<file path="src/rtl/cla_pipe_adder.sv">
// Pipelined carry-lookahead adder/subtractor (ADD/ADC/SUB/SBB) with cout/ovf/zero/neg flags.
// Latency WIDTH/4 cycles (one 4-bit lookahead group per stage); one op per cycle when not stalled.
// Backpressure: a held result freezes every stage together; in_ready is that same advance enable.
module cla_pipe_adder #(
    parameter int WIDTH = 16
) (
    input  logic             clk,
    input  logic             rst_n,
    input  logic             in_valid,
    output logic             in_ready,
    input  logic [WIDTH-1:0] a,
    input  logic [WIDTH-1:0] b,
    input  logic             cin,
    input  logic [1:0]       op,
    output logic             out_valid,
    input  logic             out_ready,
    output logic [WIDTH-1:0] r,
    output logic             cout,
    output logic             ovf,
    output logic             zero,
    output logic             neg
);

    // One pipeline stage per 4-bit group; WIDTH must be a multiple of 4, at least 4.
    localparam int N = WIDTH / 4;

    // Full 4-bit lookahead, no ripple inside the group: returns {group carry out, sum[3:0]}.
    function automatic logic [4:0] cla4(input logic [3:0] x, input logic [3:0] y, input logic ci);
        logic [3:0] w_g;
        logic [3:0] w_p;
        logic [3:0] w_c;
        logic       w_co;
        w_g    = x & y;
        w_p    = x ^ y;
        w_c[0] = ci;
        w_c[1] = w_g[0] | (w_p[0] & ci);
        w_c[2] = w_g[1] | (w_p[1] & w_g[0]) | (w_p[1] & w_p[0] & ci);
        w_c[3] = w_g[2] | (w_p[2] & w_g[1]) | (w_p[2] & w_p[1] & w_g[0])
               | (w_p[2] & w_p[1] & w_p[0] & ci);
        w_co   = w_g[3] | (w_p[3] & w_g[2]) | (w_p[3] & w_p[2] & w_g[1])
               | (w_p[3] & w_p[2] & w_p[1] & w_g[0])
               | (w_p[3] & w_p[2] & w_p[1] & w_p[0] & ci);
        cla4   = {w_co, w_p ^ w_c};
    endfunction

    logic             w_adv;
    logic [WIDTH-1:0] w_b_cond;
    logic             w_c0;

    logic             r_out_vld;
    logic [WIDTH-1:0] r_res;
    logic             r_cout;
    logic             r_ovf;
    logic             r_zero;
    logic             r_neg;

    // The whole pipe moves only when the output slot is empty or being drained.
    assign w_adv     = !r_out_vld || out_ready;
    assign in_ready  = w_adv;

    assign out_valid = r_out_vld;
    assign r         = r_res;
    assign cout      = r_cout;
    assign ovf       = r_ovf;
    assign zero      = r_zero;
    assign neg       = r_neg;

    // Operand conditioning: subtract forms add ~B; the initial carry encodes cin/borrow.
    always_comb begin
        w_b_cond = op[1] ? ~b : b;
        case (op)
            2'b00:   w_c0 = 1'b0;
            2'b01:   w_c0 = cin;
            2'b10:   w_c0 = 1'b1;
            default: w_c0 = ~cin;
        endcase
    end

    genvar k;
    generate
        for (k = 0; k < N; k++) begin : g_stg
            // B bits still to be consumed at this stage's input (current group in the low 4).
            localparam int RB = WIDTH - 4 * k;

            logic             w_vld;
            logic             w_c;
            // Low 4k bits hold finished sum bits, the rest still hold operand A.
            logic [WIDTH-1:0] w_as;
            logic [RB-1:0]    w_b;
            logic [4:0]       w_grp;
            logic [WIDTH-1:0] w_as_nxt;

            if (k == 0) begin : g_src
                assign w_vld = in_valid;
                assign w_c   = w_c0;
                assign w_as  = a;
                assign w_b   = w_b_cond;
            end else begin : g_src
                assign w_vld = g_stg[k-1].g_reg.r_vld;
                assign w_c   = g_stg[k-1].g_reg.r_c;
                assign w_as  = g_stg[k-1].g_reg.r_as;
                assign w_b   = g_stg[k-1].g_reg.r_b;
            end

            assign w_grp = cla4(w_as[4*k +: 4], w_b[3:0], w_c);

            // Splice this group's sum into the A/sum skew vector.
            always_comb begin
                w_as_nxt          = w_as;
                w_as_nxt[4*k +: 4] = w_grp[3:0];
            end

            if (k < N - 1) begin : g_reg
                logic             r_vld;
                logic             r_c;
                logic [WIDTH-1:0] r_as;
                logic [RB-5:0]    r_b;

                // Stage register: group carry, skewed operands and partial result move together.
                always_ff @(posedge clk or negedge rst_n) begin
                    if (!rst_n) begin
                        r_vld <= 1'b0;
                        r_c   <= 1'b0;
                        r_as  <= '0;
                        r_b   <= '0;
                    end else if (w_adv) begin
                        r_vld <= w_vld;
                        r_c   <= w_grp[4];
                        r_as  <= w_as_nxt;
                        r_b   <= w_b[RB-1:4];
                    end
                end
            end else begin : g_out
                // Carry into the MSB recovered from the MSB sum: s = a ^ b ^ c.
                logic w_c_msb;
                assign w_c_msb = w_as_nxt[WIDTH-1] ^ w_as[WIDTH-1] ^ w_b[3];

                // Output register: result and all flags update together, only for real ops.
                always_ff @(posedge clk or negedge rst_n) begin
                    if (!rst_n) begin
                        r_out_vld <= 1'b0;
                        r_res     <= '0;
                        r_cout    <= 1'b0;
                        r_ovf     <= 1'b0;
                        r_zero    <= 1'b0;
                        r_neg     <= 1'b0;
                    end else if (w_adv) begin
                        r_out_vld <= w_vld;
                        if (w_vld) begin
                            r_res  <= w_as_nxt;
                            r_cout <= w_grp[4];
                            r_ovf  <= w_grp[4] ^ w_c_msb;
                            r_zero <= (w_as_nxt == '0);
                            r_neg  <= w_as_nxt[WIDTH-1];
                        end
                    end
                end
            end
        end
    endgenerate

endmodule

</file>
<file path="config.mk">
export PLATFORM = sky130hd
export DESIGN_NAME = cla_pipe_adder
export DESIGN_NICKNAME = d
export VERILOG_FILES = /design/src/rtl/cla_pipe_adder.sv
export SDC_FILE = /design/constraint.sdc
export NUM_CORES = 1
export LEC_CHECK = 0
export CAP_MARGIN = 10
export CORE_ASPECT_RATIO = 0.6
export CORE_MARGIN = 2
export CORE_UTILIZATION = 59
export CTS_CLUSTER_DIAMETER = 120
export CTS_CLUSTER_SIZE = 8
export DETAILED_ROUTE_END_ITERATION = 7
export GPL_ROUTABILITY_DRIVEN = 0
export PLACE_DENSITY = 0.95
export SLEW_MARGIN = 40
export SYNTH_ARGS = -nofsm -noshare
export SYNTH_HDL_FRONTEND = slang
export SYNTH_SLANG_ARGS = --single-unit
</file>
<file path="constraint.sdc">
create_clock -name clk -period 4.3 [get_ports clk]
set_input_delay 0.43 -clock clk [delete_from_list [all_inputs] [get_ports clk]]
set_output_delay 0.43 -clock clk [all_outputs]
set_load 0.02 [all_outputs]
</file>
After elaboration in Yosys (flattened, before gate mapping)
Cells that the tools add are included.
Storage, ports and cells
  flip-flop bits (word level): 99
  bits in latches: 0
  RAM bits: 0
  ROM bits: 0
  input bits: 39
  word-level logic and storage cells: 148
  memories kept: 0
Cells by class
  add/subtract/negate cells: 0
  $mul: 0
  div/mod/pow operators: 0
  $lt $le $gt $ge: 0
  equality and inequality tests: 2
  shift-type cells: 0
  multiplexer cells: 2
  bitwise operators: 121
  reduce and logical (&&, ||, !) cells: 5
Operator list (number)
  1-bit bitwise AND: 64
  1-bit OR: 40
  4-bit XOR: 8
  4-bit bitwise AND: 4
  16-bit zero test: 1
  16-bit 2-to-1 mux: 1
  16-bit NOT: 1
  1-bit one-hot mux with 3 select lines: 1
  1-bit XOR: 3
  2-bit by 1-bit == test with 1-bit output (second input constant): 1
  2-bit == test (second input constant): 1
  2-bit zero test: 1
  2-bit AND reduction: 1
  1-bit zero test: 1
  1-bit logical OR: 1
  1-bit NOT: 1

Depth between registers and ports, before layout
Gate-level depths: netlist (run 1).
  word-level depth: 9
  gate-level depth with buffers: 9
  mapped depth without buffers: 7

Worst setup path after synthesis (run 1)
OpenSTA, ideal clock, no wires.
  kind: input-to-reg
  from: in op[1]
  to: reg g_stg[0].g_reg.r_as[2]
  data arrival time: 2.148 ns
  required time: 4.169 ns
  setup slack: 2.020 ns
  stages on the path: 9
  cell sequence: buf_4 buf_2 xor2_1 ha_1 and4b_1 a211o_1 a21oi_1 xor2_1 a21oi_1
Between the ends
  longest elaborated chain between the ends: 6
  elaborated cells between the ends (all ways): 13
RTL lines
  start, declared: RTL line 14  | input logic [1:0] op,
  16-bit 2-to-1 mux: RTL line 70  | w_b_cond = op[1] ? ~b : b;
  4-bit XOR or 4-bit bitwise AND (tied branches): RTL line 34, 33
  1-bit bitwise AND: RTL line 37  | w_c[2] = w_g[1] | (w_p[1] & w_g[0]) | (w_p[1] & w_p[0] & ci);
  1-bit OR or 1-bit bitwise AND (tied branches): RTL line 37
  1-bit OR: RTL line 37
  4-bit XOR (*): RTL line 43  | cla4 = {w_co, w_p ^ w_c};
  end signal, assigned: RTL line 129  | r_as <= w_as_nxt;
  end, declared: RTL line 116  | logic [WIDTH-1:0] r_as;
Every way passes the cells marked *; elsewhere a longest branch is shown, timed or not.
A chain may end at the register's enable or synchronous reset.

Worst setup path after layout (run 1)
Ends and elaborated chain as after synthesis.

==> flow_summary_export.csv, run 1 <==
group,metric,value,unit
yosys,postSynthCellCount,346,
die,core_region_area,0.00724,mm²
yosys,synth_edf_count,0,
placement,post-dp-hpwl,5910,µm
die,die_h,70.8,µm
run_status,status,"finished, final reports clean",
yosys,synth.net_count,405,
pwr,comb_power_share,40.3,%
setup_path,worst_setup_path_startpoint,"op[1]",
pwr,total_internal_power,2.71,mW
global_routing,wire_length_of_the_first_global_routing_pass,14000,µm
clock_tree,cts_max_level,3,
route,dr.first_iter.drc_count,177,
setup_path,crit_type,"input pin to flip-flop",
clock_tree,hold_buffers,0,
clock_tree,clock_path_buffers,2,
global_routing,grt_use_total,23.0,%
setup_path,critPathRequiredTime,4.50,ns
pwr,vdd_ir_drop_max,0.000338,V
pwr,static-leakage-power,2.31,nW
yosys,synthArstFlopShare,100,%
placement,place_area,0.00507,mm²
route,routed_wl,8390,µm
setup_path,crit_chain,"clkdlybuf4s50_1, xor2_1, ha_1, and4b_1, a211o_1, a21oi_1, xor2_1, a21oi_1",
sta,period_minus_slack,2.66,ns
setup_path,max_fo_critical_path,9,
yosys,synth_largest_type_area_fraction,55.8,%
placement,dpl_worst_slack,1.41,ns
sta,max_freq,375,MHz
die,floorplan.initialDensity,60.7,%
layout,fin_area,0.00540,mm²
die,fp-row-count,24,
sta,totalNegativeSetupSlack,0,ns
sta,finalWorstSetupSlack,1.64,ns
global_routing,global_route.overflow_total,0,
setup_path,r2r_setup_slack,2.13,ns
layout,flow.area_growth_from_synthesis,22.8,%
clock_tree,cts_made_buffers,9,
setup_path,type_of_origin_of_the_critical_path,"input pin",
route,drt_drc_violations_left,0,
route,detail-route-antenna-nets,0,
pwr,power.sequential.fraction,39.1,%
clock_tree,tritoncts,"built",
global_routing,grt_antenna_before_repair,0,
layout,post_route_cells_drive_above_1_share,20.8,%
yosys,synthDistinctLibCells,35,
yosys,synth_warnings,0,
yosys,synthTopCellsByCount,"98 x sky130_fd_sc_hd__dfrtp_1, 61 x sky130_fd_sc_hd__mux2_2, 30 x sky130_fd_sc_hd__a21oi_1",
yosys,ys_seq_area_share,55.8,%
flow_run,timing.max_cap.violations,0,
pwr,cellPowerDensity,767,mW/mm²
clock_tree,cts_resized,0,
clock_tree,postCtsSetupBuffers,0,
layout,number_of_nets_in_the_layout,462,
setup_path,worst_setup_path_end_kind,"flip-flop",
placement,buffer_ports.inserted,60,
yosys,post_synthesis_instance_area,0.00439,mm²
route,detailroute.via_count,2752,
global_routing,grt_max_degree,67,
die,die_w,115,µm
sta,final-hold-violation-count,0,
setup_path,timing.rr.start,"g_stg[2].g_reg.r_c",
setup_path,slowest_stage,"sky130_fd_sc_hd__clkdlybuf4s50_1",
setup_path,critPathArrivalTime,2.86,ns
die,io-pin-count,61,
route,wire_per_inst,16.4,µm
sta,max-slew-margin-rel,57.7,%
sta,part_of_the_cycle_the_worst_path_needs,62.0,%
yosys,ys_dominant_reg_cell,"sky130_fd_sc_hd__dfrtp_1",
die,die_area,0.00817,mm²
sta,final_max_slew_viol_count,0,
clock_tree,clkSlewWorstSetupHoldPaths,0.07,ns
sta,worst_clock_skew,0.00810,ns
yosys,syn-mean-instance-area,12.7,µm²
min_path,worst_hold_path_type,"input pin to async pin",
yosys,ys_ff_latch,98,
pwr,power.switching,1.42,mW
route,detail_route.first_pass.iterations,4,
sta,tightest_slew,0.634,ns
clock_tree,cts.sinks,98,
sta,setup_viol,0,
pwr,sw_frac_of_total,34.4,%
yosys,netlist.top_cell.by_area,"sky130_fd_sc_hd__dfrtp_1",
clock_tree,clock_tree.root_cell,"sky130_fd_sc_hd__clkbuf_16",
layout,antenna_cells_inserted,0,
global_routing,via_count_of_the_first_global_routing_pass,2866,
pwr,clockPowerShare,20.6,%
sta,unrepaired_setup_endpoints_after_global_routing,"no",
setup_path,critPathMaxStageDelay,0.82,ns
yosys,most_frequently_used_cell_type_in_the_post_synthesis_netlist,"sky130_fd_sc_hd__dfrtp_1",
yosys,yosys-top-cells-area,"sky130_fd_sc_hd__dfrtp_1 56%, sky130_fd_sc_hd__mux2_2 16%, sky130_fd_sc_hd__ha_1 4.6%",
route,vias_per_cell,5.38,
clock_tree,worstSkewPairLatency,0.35,ns
-- stage by stage --
stage               hold WS (ns)  cells  util (%)  power, mW
floorplan                  0.134    346         -       2.73
global placement           0.461    496      70.0       3.15
detailed placement         0.471    496      70.0       3.28
CTS                        0.199    512      74.5       4.16
global route               0.114    512      74.6       4.42
finish                    0.0654    512      74.6       4.14
-- worst paths after layout --
kind / endpoint / depth (start not counted)
max reg2reg: zero / 6
max: g_stg[0].g_reg.r_as[2] / 8
max in group asynchronous: g_stg[1].g_reg.r_as[11] / 2
min: r[1] / 1
min reg2reg: g_stg[2].g_reg.r_b[0] / 2
min in group clk: g_stg[2].g_reg.r_b[0] / 2
-- power by group through the flow --
| stage | Sequential (mW) | Combinational (mW) | Clock (mW) |
|---|---|---|---|
| 6_report | 1.62 | 1.67 | 0.852 |
| 5_1_grt | 1.67 | 1.84 | 0.908 |
| 4_1_cts | 1.62 | 1.68 | 0.869 |
| 3_5_place_dp | 1.63 | 1.65 | 0 |
| 3_3_place_gp | 1.59 | 1.56 | 0 |
| 2_1_floorplan | 1.63 | 1.10 | 0 |
-- cell type report --
| cell class | count | area [µm²] |
|---|---|---|
| fill | 471 | 1840 |
| inverter | 11 | 41.3 |
| tap | 104 | 130 |
| clock buffer | 11 | 243 |
| multi-input combinational | 220 | 1830 |
| sequential | 98 | 2450 |
| timing repair buffer | 63 | 624 |
| clock inverter | 5 | 77.6 |
-- layout by cell type, fill, tap and decap left out, types with 2 or more instances in the layout --
master                             n
sky130_fd_sc_hd__dfrtp_1          98
sky130_fd_sc_hd__mux2_2           61
sky130_fd_sc_hd__clkdlybuf4s50_1  59
sky130_fd_sc_hd__a21oi_1          30
sky130_fd_sc_hd__nor2_1           26
sky130_fd_sc_hd__xnor2_1          18
sky130_fd_sc_hd__ha_1             16
sky130_fd_sc_hd__xor2_1           13
sky130_fd_sc_hd__inv_1            11
sky130_fd_sc_hd__nand2_1          11
sky130_fd_sc_hd__o21ai_0          10
sky130_fd_sc_hd__clkbuf_16         9
sky130_fd_sc_hd__fa_1              4
sky130_fd_sc_hd__buf_4             3
sky130_fd_sc_hd__a21o_1            2
sky130_fd_sc_hd__o21bai_1          2
sky130_fd_sc_hd__a211o_1           2
sky130_fd_sc_hd__and2_1            2
sky130_fd_sc_hd__and4b_1           2
sky130_fd_sc_hd__nor3_1            2
sky130_fd_sc_hd__o31ai_1           2
sky130_fd_sc_hd__o21ai_1           2
sky130_fd_sc_hd__clkinv_2          2
sky130_fd_sc_hd__bufinv_16         2
-- state kept, by name (all words and copies together) (netlist names) --
| name | cells |
|---|---|
| g_stg.g_reg.r_c | 3 |
| g_stg.g_reg.r_b | 24 |
| g_stg.g_reg.r_vld | 3 |
| out_valid | 1 |
| zero | 1 |
| g_stg.g_reg.r_as | 48 |
| ovf | 1 |
| r | 16 |
| cout | 1 |
-- per-layer routing --
layer	global-route usage [%]	routed length [µm]
met1	31.0	3860
met2	34.8	3850
met3	7.11	409
met4	10.0	274
met5	0	0
-- kinds of logic (layout without fill, tap and decap cells) --
group           count (synthesis)  in the layout  share of synthesized area [%]
flops                          98             98                           55.8
mux                            61             61                           15.6
compound gates                 57             57                           7.86
simple gates                   51             51                           5.30
xor+xnor                       31             31                           6.18
buf+inv                        28             90                           2.82
fa+ha+maj                      20             20                           6.38
-- critical path, delay by kind of cell --
family	cells	cell delay, ns
compound gates	3	0.54
buf+inv	1	0.82
simple gates	1	0.25
fa+ha+maj	1	0.33
xor+xnor	2	0.49
No activity file was read; power rests on OpenSTA's default activity.
==> inputs of run 2 (changes only) <==
--- a/config.mk
+++ b/config.mk
@@ -8,12 +8,12 @@
 export CAP_MARGIN = 10
 export CORE_ASPECT_RATIO = 0.6
 export CORE_MARGIN = 2
-export CORE_UTILIZATION = 59
+export CORE_UTILIZATION = 54
 export CTS_CLUSTER_DIAMETER = 120
 export CTS_CLUSTER_SIZE = 8
 export DETAILED_ROUTE_END_ITERATION = 7
 export GPL_ROUTABILITY_DRIVEN = 0
-export PLACE_DENSITY = 0.95
+export PLACE_DENSITY = 0.91
 export SLEW_MARGIN = 40
 export SYNTH_ARGS = -nofsm -noshare
 export SYNTH_HDL_FRONTEND = slang
==> constraint.sdc (replaced) <==
create_clock -name clk -period 2.8 [get_ports clk]
set_input_delay 0.28 -clock clk [delete_from_list [all_inputs] [get_ports clk]]
set_output_delay 0.28 -clock clk [all_outputs]
set_load 0.02 [all_outputs]
==> flow_summary_export.csv, run 2 (synthesis gave the netlist of run 1 again) <==
group,metric,value,unit
setup_path,critPathRequiredTime,3.01,ns
route,wire_per_inst,15.5,µm
sta,worst_clock_skew,0.00513,ns
clock_tree,cts_made_buffers,9,
setup_path,crit_chain,"clkdlybuf4s50_1, xor2_1, ha_1, and4b_1, a211o_1, a21oi_1, xor2_1, a21oi_1",
clock_tree,tritoncts,"built",
placement,buffer_ports.inserted,60,
global_routing,wire_length_of_the_first_global_routing_pass,13700,µm
setup_path,critical_path.n_buffers_inverters,1,
clock_tree,cts.sinks,98,
route,drt_drc_violations_left,0,
layout,antenna_cells_inserted,0,
die,die_w,120,µm
placement,placedCellCount,504,
route,detail-route-antenna-nets,0,
layout,layout.cells.most_common,"sky130_fd_sc_hd__dfrtp_1",
placement,post-dp-hpwl,5670,µm
layout,seq_area,0.00245,mm²
layout,largest_register_ffs,48,
clock_tree,clock_tree.root_cell,"sky130_fd_sc_hd__clkbuf_16",
setup_path,critPathArrivalTime,2.34,ns
die,core_region_area,0.00788,mm²
clock_tree,clock_path_buffers,2,
pwr,totalPowerFinal,6.31,mW
global_routing,grt_antenna_before_repair,0,
route,detailroute.via_count,2739,
sta,unrepaired_setup_endpoints_after_global_routing,"no",
sta,final_max_slew_viol_count,0,
global_routing,grt_use_total,20.4,%
flow_run,timing.max_cap.violations,0,
layout,final_cell_mix,"98 x sky130_fd_sc_hd__dfrtp_1, 61 x sky130_fd_sc_hd__mux2_2, 59 x sky130_fd_sc_hd__clkdlybuf4s50_1, 30 x sky130_fd_sc_hd__a21oi_1, 26 x sky130_fd_sc_hd__nor2_1",
setup_path,max_fo_critical_path,4,
die,fp-row-count,25,
clock_tree,clkSlewWorstSetupHoldPaths,0.06,ns
run_status,status,"finished, final reports clean",
layout,fillers,561,
die,die_h,73.9,µm
setup_path,slowest_stage,"sky130_fd_sc_hd__clkdlybuf4s50_1",
clock_tree,cts_resized,0,
pwr,cellPowerDensity,1160,mW/mm²
route,vias_per_cell,5.27,
setup_path,type_of_origin_of_the_critical_path,"input pin",
placement,dpl_worst_slack,0.350,ns
setup_path,crit_type,"input pin to flip-flop",
layout,finish.cell_count_without_fillers,520,
sta,max_freq,469,MHz
sta,finalWorstSetupSlack,0.668,ns
global_routing,global_route.overflow_total,0,
global_routing,grt_max_degree,63,
layout,number_of_nets_in_the_layout,467,
pwr,vdd_ir_drop_max,0.000455,V
sta,setup_viol,0,
sta,part_of_the_cycle_the_worst_path_needs,76.1,%
clock_tree,cts_max_level,3,
layout,flow.area_growth_from_synthesis,23.8,%
route,detail_route.first_pass.iterations,4,
layout,max_flop_register,"g_stg.g_reg.r_as",
sta,tightest_slew,0.551,ns
global_routing,via_count_of_the_first_global_routing_pass,2820,
clock_tree,worstSkewPairLatency,0.34,ns
setup_path,critPathMaxStageDelay,0.62,ns
sta,totalNegativeSetupSlack,0,ns
die,die_area,0.00890,mm²
die,floorplan.initialDensity,55.7,%
min_path,worst_hold_path_type,"input pin to async pin",
sta,final-hold-violation-count,0,
route,routed_wl,8030,µm
sta,period_minus_slack,2.13,ns
setup_path,crit_family,"buffers and inverters",
route,dr.first_iter.drc_count,205,
die,io-pin-count,61,
layout,post_route_cells_drive_above_1_share,21.4,%
setup_path,worst_setup_path_end_kind,"flip-flop",
sta,max-slew-margin-rel,63.3,%
pwr,static-leakage-power,2.33,nW
layout,multiInputGateArea,0.00182,mm²
==> run 2: changes by cell type in the layout (fill, tap and decap cells not counted), sizes merged <==
cell	before	now
buf	4	8
dlygate4sd3	0	1
clkinv	2	3
clkbuf	11	9
==> run 2: report_power, final <==
group          switching, mW  leakage [nW]  internal, mW
registers              0.425          1.13          2.05
logic                   1.23          1.05          1.33
clock network          0.504         0.151         0.772
==> run 2: area by class of cell <==
class	count	area share (%)
clock inverter	6	1.52
inverter	11	0.759
timing repair buffer	68	12.4
multi-input combinational	220	33.5
sequential	98	45.1
tap	108	2.49
clock buffer	9	4.14
==> run 2: timing repair <==
action	4_1_cts	5_1_grt
buffers inserted	0	0
endpoints found under the hold margin	0	59
hold buffers	0	1
==> run 2: path summary, 6_finish.rpt <==
check / cells past startpoint / slack [ns] / from / endpoint
max: 8 / 0.67 / op[1] / g_stg[0].g_reg.r_as[2]
max in group asynchronous: 3 / 1.72 / rst_n / g_stg[0].g_reg.r_b[10]
min: 2 / 0.47 / rst_n / r[6]
min reg2reg: 2 / 0.48 / r[14] / r[14]
max reg2reg: 6 / 0.75 / g_stg[2].g_reg.r_c / zero
min in group clk: 2 / 0.48 / r[14] / r[14]
==> run 2: stage by stage <==
step / util [%] / hold WS (ns) / instance area, µm²
finish: 69.0 / 0.470 / 5440
global route: 69.0 / 0.524 / 5440
CTS: 68.8 / 0.0255 / 5420
detailed placement: 64.9 / 0.396 / 5120
global placement: 64.9 / 0.386 / 5120
floorplan: - / -0.0156 / 4390
==> run 2: worst reg2reg max path, cell delays in order (launching register included) <==
cell	delay (ns)
sky130_fd_sc_hd__dfrtp_1	0.40
sky130_fd_sc_hd__inv_1	0.08
sky130_fd_sc_hd__fa_1	0.54
sky130_fd_sc_hd__or4b_1	0.43
sky130_fd_sc_hd__nor4_1	0.16
sky130_fd_sc_hd__and4b_1	0.23
sky130_fd_sc_hd__a32o_1	0.16
==> run 2: metal layers <==
| layer | up-vias | routed length, µm | part of all wire [%] | track usage [%] |
|---|---|---|---|---|
| li1 | 1317 | - | - | - |
| met1 | 1330 | 3770 | 47 | 26.9 |
| met2 | 80 | 3660 | 46 | 32.4 |
| met3 | 12 | 495 | 6.2 | 6.60 |
| met4 | 0 | 105 | 1.3 | 6.98 |
| met5 | - | 0 | 0 | 0 |
==> inputs of run 3 (changes only) <==
==> constraint.sdc (replaced) <==
create_clock -name clk -period 2 [get_ports clk]
set_input_delay 0.2 -clock clk [delete_from_list [all_inputs] [get_ports clk]]
set_output_delay 0.2 -clock clk [all_outputs]
set_load 0.02 [all_outputs]
==> flow_summary_export.csv, run 3 (synthesis gave the netlist of run 1 again) <==
group,metric,value,unit
layout,fin_area,0.00553,mm²
route,drt_drc_violations_left,0,
die,floorplan.initialDensity,55.7,%
clock_tree,clkSlewWorstSetupHoldPaths,0.06,ns
setup_path,critPathArrivalTime,2.29,ns
layout,flow.area_growth_from_synthesis,25.9,%
global_routing,wire_length_of_the_first_global_routing_pass,13600,µm
clock_tree,cts.sinks,98,
pwr,vdd_ir_drop_max,0.000745,V
setup_path,r2r_cells,6,
setup_path,timing.rr.start,"g_stg[2].g_reg.r_c",
placement,post-dp-hpwl,5920,µm
pwr,totalPowerFinal,8.85,mW
global_routing,grt_max_degree,66,
route,detailroute.via_count,2760,
run_status,failed_checks,"setup timing",
clock_tree,tritoncts,"built",
sta,setup_viol,1,
global_routing,grt_most_used_layer,"met2",
placement,buffer_ports.inserted,60,
sta,totalNegativeSetupSlack,-0.0152,ns
clock_tree,worstSkewPairLatency,0.34,ns
placement,place_area,0.00521,mm²
clock_tree,cts_max_level,3,
sta,period_minus_slack,2.02,ns
sta,part_of_the_cycle_the_worst_path_needs,101,%
die,die_area,0.00890,mm²
pwr,cellPowerDensity,1600,mW/mm²
sta,max_freq,496,MHz
layout,largest_register_ffs,48,
setup_path,worst_setup_path_end_kind,"flip-flop",
die,fp-row-count,25,
sta,max-slew-margin-rel,69.0,%
route,dr.first_iter.drc_count,143,
setup_path,worstReg2RegEnd,"zero",
sta,tightest_slew,0.464,ns
layout,post_route_cells_drive_above_1_share,23.3,%
global_routing,via_count_of_the_first_global_routing_pass,2856,
global_routing,global_route.usage.met1,26.8,%
die,die_h,73.9,µm
clock_tree,clock_path_buffers,2,
layout,seq_area,0.00245,mm²
layout,fillers,547,
route,wire_per_inst,15.8,µm
global_routing,global_route.overflow_total,0,
sta,unrepaired_setup_endpoints_after_global_routing,"yes",
route,detail-route-antenna-nets,0,
layout,final_cell_mix,"98 x sky130_fd_sc_hd__dfrtp_1, 61 x sky130_fd_sc_hd__mux2_2, 58 x sky130_fd_sc_hd__clkdlybuf4s50_1, 30 x sky130_fd_sc_hd__a21oi_1, 26 x sky130_fd_sc_hd__nor2_1",
die,die_w,120,µm
layout,number_of_nets_in_the_layout,475,
layout,antenna_cells_inserted,0,
sta,final-hold-violation-count,0,
setup_path,type_of_origin_of_the_critical_path,"flip-flop",
route,routed_wl,8370,µm
setup_path,max_fo_critical_path,2,
min_path,worst_hold_path_type,"input pin to async pin",
layout,max_flop_register,"g_stg.g_reg.r_as",
global_routing,grt.met2_usage,32.4,%
global_routing,grt_use_total,20.4,%
layout,layout.cells.most_common,"sky130_fd_sc_hd__dfrtp_1",
clock_tree,clock_tree.root_cell,"sky130_fd_sc_hd__clkbuf_16",
route,detail_route.first_pass.iterations,4,
setup_path,crit_type,"flip-flop to flip-flop",
pwr,static-leakage-power,2.39,nW
route,vias_per_cell,5.22,
die,core_region_area,0.00788,mm²
clock_tree,cts_made_buffers,9,
global_routing,grt_use_met3,6.21,%
global_routing,grt_antenna_before_repair,0,
sta,worst_clock_skew,0.00664,ns
die,io-pin-count,61,
setup_path,r2r_setup_slack,-0.02,ns
setup_path,critPathRequiredTime,2.28,ns
flow_run,timing.max_cap.violations,0,
run_status,status,"finished, violations left",
sta,finalWorstSetupSlack,-0.0152,ns
layout,multiInputGateArea,0.00185,mm²
sta,final_max_slew_viol_count,0,
==> run 3: layer usage <==
metal	vias to the layer above	share of wire, %
li1	1340	-
met1	1344	48
met2	60	46
met3	16	4.2
met4	0	1.5
met5	-	0
==> run 3: final cells by class <==
| cell class | instances | area share (%) |
|---|---|---|
| sequential | 98 | 44.3 |
| tap | 108 | 2.44 |
| clock buffer | 13 | 4.34 |
| timing repair buffer | 76 | 14.0 |
| inverter | 11 | 0.747 |
| multi-input combinational | 220 | 33.4 |
| clock inverter | 3 | 0.724 |
==> run 3: what timing repair did <==
item,in CTS,in global routing
gates resized for setup,1,6
hold buffers,1,0
endpoints found under the setup margin,1,4
pin swaps,0,1
buffers inserted,0,0
hold endpoints to repair,35,0
==> run 3: critical path, cell delays in order, from the launching register on <==
cell and delay, ns:
sky130_fd_sc_hd__dfrtp_1 0.36, sky130_fd_sc_hd__inv_2 0.05, sky130_fd_sc_hd__fa_1 0.55, sky130_fd_sc_hd__or4b_4 0.48, sky130_fd_sc_hd__nor4_4 0.14, sky130_fd_sc_hd__and4b_1 0.22
sky130_fd_sc_hd__a32o_1 0.17
==> run 3: worst max-delay path by stage <==
stage	end	slack, ns	cells after the start	from
final	zero	-0.02	6	g_stg[2].g_reg.r_c
after global routing	zero	-0.11	6	g_stg[2].g_reg.r_c
after CTS	zero	-0.03	6	g_stg[2].g_reg.r_as[12]
after detailed placement	g_stg[0].g_reg.r_as[3]	-0.35	8	op[1]
after global placement	g_stg[0].g_reg.r_as[2]	-0.23	8	op[1]
after floorplan	g_stg[0].g_reg.r_as[2]	0.02	9	op[1]
==> run 3: power breakdown <==
part | internal [mW] | switching (mW) | total, mW
Clock | 0.966 | 0.675 | 1.64
Combinational | 1.95 | 1.76 | 3.71
Sequential | 2.88 | 0.621 | 3.50
==> run 3: stage by stage <==
step / util, % / setup slack, ns / hold slack [ns] / instances
6_report: 70.2 / -0.0152 / 0.365 / 529
5_1_grt: 70.2 / -0.108 / 0.397 / 529
4_1_cts: 69.9 / -0.0322 / 0.370 / 529
3_5_place_dp: 66.1 / -0.354 / 0.187 / 512
3_3_place_gp: 66.1 / -0.235 / 0.181 / 512
2_1_floorplan: - / 0.0215 / -0.0956 / 346
